[src/rtl/count_pkg.sv]
// count_pkg: width constants and feeder state encoding shared with the count engine
package count_pkg;
  localparam int LINE_W = 512;
  localparam int CNT_W = 32;
  localparam int LANES = LINE_W / 32;
  typedef enum logic [1:0] {IDLE, ISSUE, WAIT, REPORT} feeder_state_e;
endpackage

[src/rtl/count_feeder_if.sv]
// count_feeder_if: job, line, engine and total signals of the feeder; master is the feeder side
interface count_feeder_if;
  import count_pkg::*;
  logic cfg_valid;
  logic cfg_ready;
  logic [CNT_W-1:0] cfg_object;
  logic [CNT_W-1:0] cfg_num_lines;
  logic line_valid;
  logic line_ready;
  logic [LINE_W-1:0] line_data;
  logic eng_start;
  logic [LINE_W-1:0] eng_data_set;
  logic [CNT_W-1:0] eng_object;
  logic eng_done;
  logic [CNT_W-1:0] eng_result;
  logic total_valid;
  logic [CNT_W-1:0] total;
  logic total_ack;
  logic sat;
  logic stray_done;
  modport master (
    input cfg_valid, cfg_object, cfg_num_lines, line_valid, line_data, eng_done, eng_result, total_ack,
    output cfg_ready, line_ready, eng_start, eng_data_set, eng_object, total_valid, total, sat, stray_done
  );
  modport slave (
    output cfg_valid, cfg_object, cfg_num_lines, line_valid, line_data, eng_done, eng_result, total_ack,
    input cfg_ready, line_ready, eng_start, eng_data_set, eng_object, total_valid, total, sat, stray_done
  );
endinterface

[src/rtl/count_line_fifo.sv]
// count_line_fifo: small synchronous line buffer with wrap-bit pointers
module count_line_fifo #(
  parameter int FIFO_DEPTH = 4,
  parameter int LINE_W = 512
) (
  input  logic clk,
  input  logic rst,
  input  logic push,
  input  logic pop,
  input  logic [LINE_W-1:0] din,
  output logic [LINE_W-1:0] dout,
  output logic full,
  output logic empty
);
  localparam int AW = $clog2(FIFO_DEPTH);
  logic [LINE_W-1:0] mem [FIFO_DEPTH];
  logic [AW:0] wr_ptr, rd_ptr;
  assign empty = wr_ptr == rd_ptr;
  assign full = (wr_ptr[AW] != rd_ptr[AW]) && (wr_ptr[AW-1:0] == rd_ptr[AW-1:0]);
  assign dout = mem[rd_ptr[AW-1:0]];
  // pointer update; reset empties the buffer without touching storage
  always_ff @(posedge clk or negedge rst) begin
    if (!rst) begin
      wr_ptr <= '0;
      rd_ptr <= '0;
    end else begin
      if (push && !full) wr_ptr <= wr_ptr + (AW+1)'(1);
      if (pop && !empty) rd_ptr <= rd_ptr + (AW+1)'(1);
    end
  end
  // line storage
  always_ff @(posedge clk) begin
    if (push && !full) mem[wr_ptr[AW-1:0]] <= din;
  end
endmodule

[src/rtl/count_feeder.sv]
// count_feeder: buffers job lines, issues them to the count engine and accumulates a saturating total
module count_feeder
  import count_pkg::*;
#(
  parameter int FIFO_DEPTH = 4
) (
  input logic clk,
  input logic rst,
  count_feeder_if.master bus
);
  feeder_state_e state, state_nx;
  logic [CNT_W-1:0] remaining, to_accept;
  logic [LINE_W-1:0] head;
  logic [CNT_W:0] sum;
  logic push, pop, full, empty, accept, done_ok;
  assign bus.cfg_ready = state == IDLE;
  assign bus.line_ready = (state == ISSUE || state == WAIT) && !full && to_accept != '0;
  assign bus.total_valid = state == REPORT;
  assign push = bus.line_valid && bus.line_ready;
  assign accept = bus.cfg_valid && state == IDLE;
  assign done_ok = bus.eng_done && state == WAIT;
  assign sum = {1'b0, bus.total} + {1'b0, bus.eng_result};
  count_line_fifo #(.FIFO_DEPTH(FIFO_DEPTH), .LINE_W(LINE_W)) u_fifo (
    .clk(clk), .rst(rst), .push(push), .pop(pop), .din(bus.line_data),
    .dout(head), .full(full), .empty(empty)
  );
  // state register
  always_ff @(posedge clk or negedge rst) begin
    if (!rst) state <= IDLE;
    else state <= state_nx;
  end
  // next state; a pop happens only when ISSUE finds a buffered line
  always_comb begin
    state_nx = state;
    pop = 1'b0;
    case (state)
      IDLE: if (bus.cfg_valid) state_nx = bus.cfg_num_lines == '0 ? REPORT : ISSUE;
      ISSUE: begin
        pop = !empty;
        state_nx = empty ? ISSUE : WAIT;
      end
      WAIT: if (bus.eng_done) state_nx = remaining == CNT_W'(1) ? REPORT : ISSUE;
      default: if (bus.total_ack) state_nx = IDLE;
    endcase
  end
  // job bookkeeping, engine operands and saturating accumulation
  always_ff @(posedge clk or negedge rst) begin
    if (!rst) begin
      bus.eng_start <= 1'b0;
      bus.eng_data_set <= '0;
      bus.eng_object <= '0;
      bus.total <= '0;
      bus.sat <= 1'b0;
      bus.stray_done <= 1'b0;
      remaining <= '0;
      to_accept <= '0;
    end else begin
      bus.eng_start <= pop;
      if (pop) bus.eng_data_set <= head;
      if (push) to_accept <= to_accept - CNT_W'(1);
      if (accept) begin
        bus.eng_object <= bus.cfg_object;
        remaining <= bus.cfg_num_lines;
        to_accept <= bus.cfg_num_lines;
        bus.total <= '0;
        bus.sat <= 1'b0;
        bus.stray_done <= 1'b0;
      end else if (bus.eng_done && state != WAIT) bus.stray_done <= 1'b1;
      if (done_ok) begin
        bus.total <= sum[CNT_W] ? '1 : sum[CNT_W-1:0];
        bus.sat <= bus.sat | sum[CNT_W];
        remaining <= remaining - CNT_W'(1);
      end
    end
  end
endmodule

[src/flat_wrapper.sv]
// flat-port wrapper written by rule: the top's interface ports become plain ports
module count_feeder_flat import count_pkg::*;
#(
  parameter int FIFO_DEPTH = 4
)
  (clk, rst, bus_cfg_valid, bus_cfg_object, bus_cfg_num_lines, bus_line_valid, bus_line_data, bus_eng_done, bus_eng_result, bus_total_ack, bus_cfg_ready, bus_line_ready, bus_eng_start, bus_eng_data_set, bus_eng_object, bus_total_valid, bus_total, bus_sat, bus_stray_done);
  count_feeder_if bus_i ();
  input logic clk;
  input logic rst;
  input wire logic [$bits(bus_i.cfg_valid)-1:0] bus_cfg_valid;
  input wire logic [$bits(bus_i.cfg_object)-1:0] bus_cfg_object;
  input wire logic [$bits(bus_i.cfg_num_lines)-1:0] bus_cfg_num_lines;
  input wire logic [$bits(bus_i.line_valid)-1:0] bus_line_valid;
  input wire logic [$bits(bus_i.line_data)-1:0] bus_line_data;
  input wire logic [$bits(bus_i.eng_done)-1:0] bus_eng_done;
  input wire logic [$bits(bus_i.eng_result)-1:0] bus_eng_result;
  input wire logic [$bits(bus_i.total_ack)-1:0] bus_total_ack;
  output wire logic [$bits(bus_i.cfg_ready)-1:0] bus_cfg_ready;
  output wire logic [$bits(bus_i.line_ready)-1:0] bus_line_ready;
  output wire logic [$bits(bus_i.eng_start)-1:0] bus_eng_start;
  output wire logic [$bits(bus_i.eng_data_set)-1:0] bus_eng_data_set;
  output wire logic [$bits(bus_i.eng_object)-1:0] bus_eng_object;
  output wire logic [$bits(bus_i.total_valid)-1:0] bus_total_valid;
  output wire logic [$bits(bus_i.total)-1:0] bus_total;
  output wire logic [$bits(bus_i.sat)-1:0] bus_sat;
  output wire logic [$bits(bus_i.stray_done)-1:0] bus_stray_done;
  assign bus_i.cfg_valid = bus_cfg_valid;
  assign bus_i.cfg_object = bus_cfg_object;
  assign bus_i.cfg_num_lines = bus_cfg_num_lines;
  assign bus_i.line_valid = bus_line_valid;
  assign bus_i.line_data = bus_line_data;
  assign bus_i.eng_done = bus_eng_done;
  assign bus_i.eng_result = bus_eng_result;
  assign bus_i.total_ack = bus_total_ack;
  assign bus_cfg_ready = bus_i.cfg_ready;
  assign bus_line_ready = bus_i.line_ready;
  assign bus_eng_start = bus_i.eng_start;
  assign bus_eng_data_set = bus_i.eng_data_set;
  assign bus_eng_object = bus_i.eng_object;
  assign bus_total_valid = bus_i.total_valid;
  assign bus_total = bus_i.total;
  assign bus_sat = bus_i.sat;
  assign bus_stray_done = bus_i.stray_done;
  count_feeder #(.FIFO_DEPTH(FIFO_DEPTH)) u_core (.clk(clk), .rst(rst), .bus(bus_i));
endmodule
[config.mk]
export PLATFORM = sky130hd
export DESIGN_NAME = count_feeder_flat
export DESIGN_NICKNAME = d
export VERILOG_FILES = /design/src/rtl/count_pkg.sv /design/src/rtl/count_feeder_if.sv /design/src/rtl/count_line_fifo.sv /design/src/rtl/count_feeder.sv /design/src/flat_wrapper.sv
export SDC_FILE = /design/constraint.sdc
export NUM_CORES = 2
export LEC_CHECK = 0
export ABC_AREA = 1
export BUFFER_PORTS_ARGS = -buffer_cell sky130_fd_sc_hd__buf_2
export CAP_MARGIN = 20
export CORE_ASPECT_RATIO = 1.25
export CORE_MARGIN = 5
export CORE_UTILIZATION = 31
export CTS_BUF_LIST = sky130_fd_sc_hd__clkbuf_4 sky130_fd_sc_hd__clkbuf_8
export CTS_CLUSTER_DIAMETER = 150
export DETAILED_ROUTE_END_ITERATION = 10
export PLACE_DENSITY_LB_ADDON = 0.05
export SYNTH_ARGS = -nofsm -noshare
export SYNTH_HDL_FRONTEND = slang
export SYNTH_SLANG_ARGS = --single-unit
[constraint.sdc]
create_clock -name clk -period 23.2 [get_ports clk]
set_input_delay 3.48 -clock clk [delete_from_list [all_inputs] [get_ports clk]]
set_output_delay 3.48 -clock clk [all_outputs]
set_load 0.02 [all_outputs]
* Yosys cells after proc, flatten, opt, wreduce, memory -nomap -nowiden
Memories as Yosys holds them, arrays and structs flattened. A register that Yosys moved wholly into a read port is not among the register bits. Cells that the tools add are included.
Storage, ports and cells: bits in registers 139, latch bits 0, bits in writable memories 2048, ROM bits 0, output and inout port bits 582, memories 1
Operators by class: add/subtract/negate cells 5, multipliers 0, div/mod/pow operators 0, magnitude comparators 0, equality and inequality tests 10, shifts and indexed selects 0, muxes and demuxes 21, bitwise logic cells 1, reductions and logical operators 21
Memory list:
- u_core.u_fifo.mem | words 4, width 512, rd ports 1, clocked after Yosys merged registers in 1, wr ports 1, RTL line count_line_fifo.sv:16 | logic [LINE_W-1:0] mem [FIFO_DEPTH];
Operators by type and width (count):
- 2-to-1 mux 32 bit | 7
- subtractor 32 x 1 -> 32 bit, second input constant | 2
- adder 32 x 32 -> 33 bit | 1
- == test 32 x 1 -> 1 bit, second input constant | 1
- logical NOT 32 bit | 1
- nonzero test 32 bit | 1
- 2-to-1 mux 2 bit | 6
- logical AND 1 bit | 9
- 2-to-1 mux 1 bit | 7
- adder 3 x 1 -> 3 bit, second input constant | 2
- != test 2 bit, second input constant | 3
- case mux 2 bit (3 select lines) | 1
- nonzero test 2 bit | 3
- == test 2 bit, second input constant | 2
- nonzero test 4 bit | 1
- == test 3 bit | 1
- logical NOT 1 bit | 3
- AND reduction 3 bit | 1
- == test 2 x 1 -> 1 bit, second input constant | 1
- == test 2 bit | 1
- logical NOT 2 bit | 1
- logical OR 1 bit | 1
- != test 1 bit | 1
- OR 1 bit | 1

* Depth between registers and ports, before layout
depth in word-level cells 9, depth in mapped cells 15

* Cells and area by module
From an unflattened synthesis, not the netlist that was laid out.
Second synthesis, totals: cell total of the unflattened synthesis 8727, area, all modules 104736.7 um^2
By module, submodules not included:
- count_line_fifo | times used 1, cells each 5010, area each 75723.9 um^2, seq. area each 61649.1 um^2
- count_feeder | times used 1, cells each 3717, area each 29012.8 um^2, seq. area each 16140.5 um^2

* Least setup slack after synthesis
Ideal clock, no wire load.
path type in2reg, start point input bus_line_valid, end point memory u_core.u_fifo.mem[3][0] (enable), library setup time 1.405 ns, arrival time 24.855 ns, slack -3.060 ns, stages 2, path buffers 0, path through nand3_4 nor2_1
On the way: word-level cells in the longest chain between the ends 4
Ends and longest elaborated chain:
- start: declaration | RTL line flat_wrapper.sv:13 | input wire logic [$bits(bus_i.line_valid)-1:0] bus_line_valid;
- logical AND 1 bit | RTL line count_feeder.sv:19 | assign push = bus.line_valid && bus.line_ready;
- logical AND 1 bit | RTL line count_line_fifo.sv:33 | if (push && !full) mem[wr_ptr[AW-1:0]] <= din;
- 2-to-1 mux 1 bit | RTL line count_line_fifo.sv:33
- 2-to-1 mux 1 bit (implied by the code) | RTL line count_line_fifo.sv:33
- end: declaration | RTL line count_line_fifo.sv:16
No other way between the ends.

* Worst setup path after layout
start point input bus_line_valid, end point memory u_core.u_fifo.mem[1][261] (enable)
Same word-level chain as after synthesis.

==> results.ini <==
[clock_tree]
post-cts-setup-buffer-count = 0
clkSlewWorstSetupHoldPaths_ps = 60
cts_hold_buf = 0
clock_path_buffers = 4
root_buffer = clkbuf_8
cts_tree = yes
clock_latency_ps = 1070
cts-htree-levels = 5
post_cts_resized = 0
cts-buffers-inserted = 454
cts_sinks = 2699

[power_and_ir_drop]
p_int_mw = 10.6
max-vdd-ir-drop_mv = 0.120
seqPwrFrac_pct = 40.1
power_per_cell_area_nw_per_um2 = 141
pwr-share-comb_pct = 34.1
p_leak_nw = 46.5
clock_power_share_pct = 25.8
p_sw_mw = 6.94
netSwitchingFraction_pct = 39.5

[job]
cap_viol_max_count = 0

[floorplan]
coreArea_sq_um = 336000
start_util_pct = 31.1
die_area_sq_um = 349000
pin_count = 1196
dieHeight_microns = 659
rows = 238
die_width_microns = 529

[sta]
setup_violations = 0
drv_slew = 0
tightest_slew_ps = 1200
max_freq_mhz = 134
fin_worst_skew_ps = 58.2
fin_crit_ps = 7470
tns_ps = 0
whs_ps = 473
slew_headroom_pct = 19.9
rsz0062_at_grt = no
period_share_pct = 32.2
finalHoldViolCount = 0

[logic_synthesis]
ys_async_sr_fraction_pct = 24.1
yosys_most_used_dff = edfxtp_1
postSynthCellCount = 8650
ys_seq_elements = 2699
synth-edff-count = 2048
syn_nets = 9310
syn_area_sq_um = 104000
seq_area_frac_synth_pct = 74.5
synth_warnings = 0
syn_area_per_cell_sq_um = 12.1
synth.distinct_cells = 47

[detailed_routing]
met2_wirelength_microns = 169000
routed_via_density = 4.73
num_vias = 70000
drt_iter0_drc = 3893
wl_met1_microns = 141000
wirelength_microns = 351000
wl_met3_microns = 29200
antenna_left = 0
drc = 0
wire_per_inst_microns = 23.7
dr.pass1.iters = 5
maxUsedRoutingLayer = met5

[grt]
track_usage_pct = 19.4
antenna_found_initial = 233
grt_overflow = 0
grt_pass1_vias = 69100
grt_max_degree = 193
grt_pass1_wl_microns = 500000

[worst_setup_path]
worstRegToRegCells = 10
crit_path_end_kind = flop
worstPathRequired_ps = 23840
critPathKind = primary input to flop
startpoint_type = primary input
worstPathMaxFanout = 54
arrival_ps = 8110

[cells_and_area]
nNetsFinal = 10600
area_delta_synth_final_pct = 19.4
fill_cells = 33200
layout_common_cells = 2711 x nor2_1, 2048 x edfxtp_1, 1194 x buf_2
final_common_cell = nor2_1
drive_gt1_share_pct = 21.0
stdcell_count = 14800

[worst_hold_path]
whs_path_depth = 2
min_path_type = flop to flop

[placement]
io_buffers = 1195
hpwl_microns = 219000
gp_congestion = 0.863
place_inst = 13900

[status]
status = finished, final reports clean

power by group through the flow:
stage	combinational, mW	clock, mW	sequential (mW)
global placement	6.17	0	7.14
CTS	6.20	4.69	7.07
detailed placement	6.19	0	7.16
global route	6.72	4.90	7.16
floorplan	3.34	0	8.01
finish	6.00	4.53	7.05
metrics by stage:
stage / worst slack (ps) / util, % / instance area, sq um / power [mW]
after floorplan: -3010 / - / 104000 / 11.4
after global placement: 14490 / 34.1 / 115000 / 13.3
after detailed placement: 14490 / 34.1 / 115000 / 13.4
after CTS: 15710 / 37.1 / 125000 / 18.0
after global routing: 15540 / 37.1 / 125000 / 18.8
final: 15730 / 37.1 / 125000 / 17.6
registers in the layout, summed over array words and instances, names as in the netlist, 2 cells and up:
register,cells
u_core.u_fifo.mem,2048
u_core.bus.eng_data_set,512
u_core.bus.eng_object,32
u_core.bus.total,32
u_core.remaining,32
u_core.to_accept,32
u_core.u_fifo.rd_ptr,3
u_core.u_fifo.wr_ptr,3
u_core.state,2
cells by family (layout without fill, tap and decap cells):
| kind of cell | after synthesis | after routing | synth area share, % |
|---|---|---|---|
| fa+ha+maj | 46 | 46 | 0.558 |
| simple gates | 3518 | 3518 | 13.0 |
| compound gates | 1661 | 1661 | 8.71 |
| buf+inv | 685 | 2352 | 2.86 |
| flops | 2699 | 2699 | 74.5 |
| other cells | 0 | 55 | 0 |
| xor+xnor | 41 | 41 | 0.358 |
layout make-up:
class                      count  area [sq um]  area share (%)
antenna                       55           138           0.110
clock buffer                 732          8790            7.05
clock inverter               126          1020           0.822
inverter                     198           767           0.615
multi-input combinational   5266         23700            19.0
sequential                  2699         77800            62.4
tap                         4440          5560            4.46
timing repair buffer        1296          6910            5.54
cells in the mapped netlist, types with 5 or more instances:
master,instances,area [sq um]
a21oi_1,36,180
buf_4,46,345
nand3b_1,10,75.1
clkbuf_1,269,1010
nand2_1,594,2230
ha_1,45,563
and2_1,7,43.8
or2_2,17,106
nor2_1,2716,10200
xnor2_1,11,96.3
nand3_1,118,591
buf_1,16,60.1
o221ai_1,12,105
nor3_1,17,85.1
a22oi_1,5,37.5
inv_2,6,22.5
o21ai_0,874,4370
buf_6,7,78.8
nor4_1,5,31.3
o211ai_1,5,37.5
nand4_1,18,113
buf_2,149,746
a31oi_1,513,3210
inv_1,189,709
edfxtp_1,2048,61500
dfrtp_1,651,16300
o21ai_1,200,1000
nor2_2,7,43.8
xor2_1,28,245
worst max-delay path, cell delays in order:
cell and delay [ps]:
buf_2 140, nand3_4 220, nor2_4 720, buf_4 840, buf_4 700, buf_4 800, buf_4 840
routing by layer:
metal	track usage, %	vias to the layer above
met2	32.7	1929
li1	-	32900
met1	23.5	34300
met4	5.53	110
met3	6.71	774
met5	0	-
final timing paths:
kind                                           from                           end  slack [ps]
max                                  bus_line_valid     u_core.u_fifo.mem[1][261]       15730
min                        u_core.bus.eng_object[7]      u_core.bus.eng_object[7]         470
max reg2reg                 u_core.u_fifo.rd_ptr[1]     u_core.u_fifo.mem[1][261]       16880
min reg2reg                u_core.bus.eng_object[7]      u_core.bus.eng_object[7]         470
max in group asynchronous                       rst  u_core.bus.eng_data_set[449]       16990
min in group asynchronous                       rst     u_core.bus.eng_object[11]        2410
(Power assumes the default switching activity.)
